<file path="src/rtl/vector_add_stream.sv">
// Streaming signed vector add/sub: LANES elements per beat, one register stage,
// per-vector mode latch, optional saturation and a sticky per-vector overflow flag.
//
// state | meaning
// IDLE  | cnt_q == 0: next accepted beat is beat 0 and samples op_sub/op_sat
// BUSY  | cnt_q != 0: mid-vector, mode_q governs the arithmetic
module vector_add_stream #(
  parameter  int DATA_W  = 32,
  parameter  int VEC_LEN = 400,
  parameter  int LANES   = 4,
  localparam int BEATS   = VEC_LEN / LANES,
  localparam int BEAT_W  = (BEATS > 1) ? $clog2(BEATS) : 1
) (
  input  logic                      clk,
  input  logic                      rst_n,
  input  logic                      in_valid,
  output logic                      in_ready,
  input  logic [LANES*DATA_W-1:0]   in_a,
  input  logic [LANES*DATA_W-1:0]   in_b,
  input  logic                      op_sub,
  input  logic                      op_sat,
  output logic                      out_valid,
  input  logic                      out_ready,
  output logic [LANES*DATA_W-1:0]   out_data,
  output logic [BEAT_W-1:0]         out_beat,
  output logic                      out_last,
  output logic                      out_ovf
);

  if ((VEC_LEN % LANES) != 0 || VEC_LEN < LANES) begin : g_bad_cfg
    $error("vector_add_stream: VEC_LEN must be a non-zero multiple of LANES");
  end

  localparam logic [DATA_W-1:0] MAX_POS = {1'b0, {(DATA_W-1){1'b1}}};
  localparam logic [DATA_W-1:0] MIN_NEG = {1'b1, {(DATA_W-1){1'b0}}};
  localparam logic [BEAT_W-1:0] LAST_CNT = BEAT_W'(BEATS - 1);

  logic [BEAT_W-1:0]       cnt_q;
  logic                    mode_sub_q, mode_sat_q;
  logic                    ovf_acc_q;
  logic                    out_valid_q;
  logic [LANES*DATA_W-1:0] out_data_q;
  logic [BEAT_W-1:0]       out_beat_q;
  logic                    out_last_q;
  logic                    out_ovf_q;

  logic                    xfer_in;
  logic                    first_beat, last_beat;
  logic                    sub_eff, sat_eff;
  logic [LANES*DATA_W-1:0] res_d;
  logic [LANES-1:0]        lane_ovf;
  logic                    acc_d;
  logic [DATA_W:0]         a_ext, b_ext, exact;

  assign in_ready   = !out_valid_q || out_ready;
  assign xfer_in    = in_valid && in_ready;
  assign first_beat = (cnt_q == '0);
  assign last_beat  = (cnt_q == LAST_CNT);
  assign sub_eff    = first_beat ? op_sub : mode_sub_q;
  assign sat_eff    = first_beat ? op_sat : mode_sat_q;

  // Overflow shows up as disagreement between the two top bits of the exact sum.
  always_comb begin
    res_d    = '0;
    lane_ovf = '0;
    a_ext    = '0;
    b_ext    = '0;
    exact    = '0;
    for (int i = 0; i < LANES; i++) begin
      a_ext = {in_a[i*DATA_W + DATA_W - 1], in_a[i*DATA_W +: DATA_W]};
      b_ext = {in_b[i*DATA_W + DATA_W - 1], in_b[i*DATA_W +: DATA_W]};
      exact = sub_eff ? (a_ext - b_ext) : (a_ext + b_ext);
      lane_ovf[i] = exact[DATA_W] ^ exact[DATA_W-1];
      if (lane_ovf[i] && sat_eff)
        res_d[i*DATA_W +: DATA_W] = exact[DATA_W] ? MIN_NEG : MAX_POS;
      else
        res_d[i*DATA_W +: DATA_W] = exact[DATA_W-1:0];
    end
  end

  assign acc_d = ovf_acc_q | (|lane_ovf);

  always_ff @(posedge clk or negedge rst_n) begin
    if (!rst_n) begin
      cnt_q       <= '0;
      mode_sub_q  <= 1'b0;
      mode_sat_q  <= 1'b0;
      ovf_acc_q   <= 1'b0;
      out_valid_q <= 1'b0;
      out_data_q  <= '0;
      out_beat_q  <= '0;
      out_last_q  <= 1'b0;
      out_ovf_q   <= 1'b0;
    end else if (xfer_in) begin
      if (first_beat) begin
        mode_sub_q <= op_sub;
        mode_sat_q <= op_sat;
      end
      cnt_q       <= last_beat ? '0 : cnt_q + BEAT_W'(1);
      ovf_acc_q   <= last_beat ? 1'b0 : acc_d;
      out_valid_q <= 1'b1;
      out_data_q  <= res_d;
      out_beat_q  <= cnt_q;
      out_last_q  <= last_beat;
      out_ovf_q   <= last_beat & acc_d;
    end else if (out_ready) begin
      out_valid_q <= 1'b0;
    end
  end

  assign out_valid = out_valid_q;
  assign out_data  = out_data_q;
  assign out_beat  = out_beat_q;
  assign out_last  = out_last_q;
  assign out_ovf   = out_ovf_q;

endmodule

</file>
<file path="config.mk">
export PLATFORM = sky130hd
export DESIGN_NAME = vector_add_stream
export DESIGN_NICKNAME = d
export VERILOG_FILES = /design/src/rtl/vector_add_stream.sv
export SDC_FILE = /design/constraint.sdc
export NUM_CORES = 1
export LEC_CHECK = 0
export CAP_MARGIN = 20
export CORE_MARGIN = 10
export CORE_UTILIZATION = 51
export CTS_CLUSTER_SIZE = 30
export DETAILED_ROUTE_END_ITERATION = 10
export PLACE_DENSITY = 0.88
export SLEW_MARGIN = 20
export SYNTH_ARGS = -nofsm -noshare
export SYNTH_HDL_FRONTEND = slang
export SYNTH_SLANG_ARGS = --single-unit
</file>
<file path="constraint.sdc">
create_clock -name clk -period 6 [get_ports clk]
set_input_delay 0.9 -clock clk [delete_from_list [all_inputs] [get_ports clk]]
set_output_delay 0.9 -clock clk [all_outputs]
set_load 0.01 [all_outputs]
</file>
==> flow_summary_export.csv <==
group,metric,value,unit
logic_synthesis,synth_most_common_cell,"a21oi_1",
sta,fin_ws,0.257,ns
global_routing,grt_use_total,29.9,%
sta,setup_viol,0,
sta,finalCritPeriodShare,95.7,%
sta,finalHoldViolations,0,
layout,num-fill-cells,2393,
detailed_routing,via_per_inst,6.14,
critical_path,crit_path_start_kind,"input pin",
clock_network,clock_latency,0.44,ns
sta,fmax,174,MHz
detailed_routing,antenna_left,0,
logic_synthesis,syn_area,15600,µm²
placed_design,place_ws,-0.354,ns
sta,max_slew_margin,35.4,%
critical_path,endpoint_kind,"register",
global_routing,grt_pass1_wl,94.2,mm
detailed_routing,drc_errors,0,
floorplanning,core,30400,µm²
logic_synthesis,yosys_warnings,0,
run_status,outcome,"complete, no violations",
critical_path,critPathBufInv,6,
logic_synthesis,yosys.area.top_type_share,23.7,%
floorplanning,dieArea,38100,µm²
clock_network,postCtsHoldBufs,0,
clock_network,cts_sinks,148,
clock_network,path_clk_slew,0.06,ns
layout,final_cell_count_no_fill,2850,
layout,finalNetCount,2840,
placed_design,io_buffers,400,
floorplanning,rows,64,
detailed_routing,wl_per_cell,20.8,µm
sta,post-route-min-period,5.74,ns
critical_path,cpMaxStageDelayCell,"or4_1",
clock_network,htree_levels,4,
power_and_ir_drop,leakage,9.33,nW
critical_path,arrival,6.05,ns
power_and_ir_drop,powerDensity,329,nW/µm²
logic_synthesis,yosysTopAreaCell,"dfrtp_1",
logic_synthesis,synth_seq_area_share,23.7,%
floorplanning,die_w,195,µm
critical_path,cp.required,6.30,ns
critical_path,r2r_setup_slack,0.60,ns
run,cap_viol_max_count,0,
logic_synthesis,syn_avg_cell_area,7.85,µm²
critical_path,path_cells,"clkdlybuf4s50_1 > inv_1 > ha_1 > or4b_1 > or4_1 > or3_1 > or3_1 > o31ai_2 > xor2_1 > ha_1 > inv_1 > nor2_1 > nor2_1 > a31oi_2 > a211o_1 > nor3_1 > nor3_2 > buf_4 > xor2_2 > buf_12 > buf_12 > o21ai_0 > a21oi_1",
logic_synthesis,synthArstFlopShare,100,%
floorplanning,die_height,195,µm
sta,worstMarginPinSlew,0.968,ns
clock_network,cts_made_buffers,17,
logic_synthesis,synth_edf_count,0,
logic_synthesis,syn_inst,1992,
floorplanning,start_util,51.4,%
logic_synthesis,syn_nets,2392,
logic_synthesis,ys_top_cells_by_count,"a21oi_1, nor2_1, dfrtp_1",
detailed_routing,routed_wl,59.2,mm
sta,drv_slew,0,
placed_design,place_inst,2817,
critical_path,cp_max_fo,19,
critical_path,crit_type,"in -> reg",
critical_path,worstSetupStartpoint,"in_b[96]",
clock_network,cts-root-buf,"clkbuf_16",
detailed_routing,via_count,17500,
global_routing,overflow,0,
detailed_routing,drt_iter0_drc,1629,
placed_design,dp.final_hpwl,47.0,mm
logic_synthesis,ys.flop_type,"dfrtp_1",
clock_network,cts_tree,"built",
global_routing,grt_pass1_vias,17600,
critical_path,slowest_delay,0.54,ns
worst_hold_path,hold_start,"out_beat[6]",
logic_synthesis,ys_ff_latch,148,
sta,finalSetupTns,0,ns
logic_synthesis,synth_cell_types,82,
placed_design,gp_congestion,0.941,
power_and_ir_drop,irDropWorstVdd,0.214,mV
layout,areaGrowthSynthToFinish,37.5,%
clock_network,clk_path_buf_depth,2,
layout,utilization,70.7,%
sta,skew,0.0145,ns
critical_path,reg2reg_from,"cnt_q[0]",
detailed_routing,dr.pass1.iters,7,
global_routing,grt_max_degree,95,
worst_hold_path,worstHoldPathType,"reg -> reg",
floorplanning,ios,401,
critical_path,crit_family,"simple AND/OR/NAND/NOR gates",
logic_synthesis,ys_top_cells_by_area,"dfrtp_1, ha_1, a21oi_1",
global_routing,antenna_found_initial,2,
layout,drive_gt1_share,9.13,%
-- registers in the layout, indices dropped and copies added (netlist names) --
name        flops
out_data      128
cnt_q           7
out_beat        7
mode_sat_q      1
mode_sub_q      1
out_last        1
out_ovf         1
out_valid       1
ovf_acc_q       1
-- final timing paths --
check,end,cells past startpoint
max,out_data[105],23
min,out_beat[6],2
max reg2reg,out_data[94],21
min reg2reg,out_beat[6],2
max in group asynchronous,out_data[78],2
min in group asynchronous,out_data[58],1
-- layout by cell type, fill, tap and decap left out, drive strengths merged, types with 19 or more instances in the layout --
cell           instances
a21o                  56
a21oi                233
a31oi                 20
and3                  22
buf                  127
clkbuf                20
clkdlybuf4s50        399
dfrtp                148
ha                   134
inv                   62
nand2                132
nand2b                20
nand3                 34
nand4                 25
nor2                 229
nor3                  35
o21a                  27
o21ai                146
o21bai                24
o221a                 31
o31ai                 39
or3                   19
xnor2                110
xor2                 129
-- through the flow --
step	total power [W]	cell area, µm²	hold slack, ns
2_1_floorplan	0.00396	15600	0.444
3_3_place_gp	0.00573	20800	0.456
3_5_place_dp	0.00581	20800	0.462
4_1_cts	0.00703	21400	0.478
5_1_grt	0.00754	21500	0.509
6_report	0.00708	21500	0.473
-- final cells by class --
class                   count  area, µm²  area share, %
inverters                  61        229           1.07
well taps                 396        495           2.30
multi-input cells        1686      11400           53.0
repair buffers            526       5030           23.4
clock buffers              20        457           2.12
diodes                      1       2.50         0.0116
flip-flops and latches    148       3700           17.2
clock inverters            12        178          0.826
-- repair_timing --
item                                    in CTS  in global routing
endpoints found under the setup margin       0                 72
setup buffers                                0                  0
gates resized for setup                      0                 10
-- worst reg2reg max path: cells and delay by family (launching register included) --
family / cells / cell delay (ns)
buffers and inverters: 4 / 0.82
adders and majority gates: 2 / 0.53
DFF: 1 / 0.39
and+or+nand+nor: 4 / 0.66
xor gates and xnor gates: 2 / 0.66
AOI/OAI and AO/OA: 9 / 2.21
-- report_power, final --
part           leakage, nW  internal [W]  total, W  switching, W
Clock                0.299      0.000719   0.00119      0.000468
Sequential            1.67       0.00133   0.00156      0.000234
Combinational         7.37       0.00207   0.00432       0.00225
-- cells by family after synthesis --
family          count (synthesis)  share of synthesized area, %
mux                             4                         0.264
xor+xnor                      240                          13.6
simple gates                  607                          18.4
flops                         148                          23.7
fa+ha+maj                     138                          11.2
buf+inv                       158                          3.96
compound gates                697                          28.8
-- routing by layer --
| metal | share of wire [%] | wire [µm] | global-route usage [%] |
|---|---|---|---|
| met5 | 0.030 | 18 | 0 |
| met2 | 48 | 28200 | 49.8 |
| met1 | 40 | 23400 | 35.9 |
| met3 | 7.8 | 4630 | 6.47 |
| met4 | 4.8 | 2870 | 14.5 |
(Power assumes the default switching activity.)
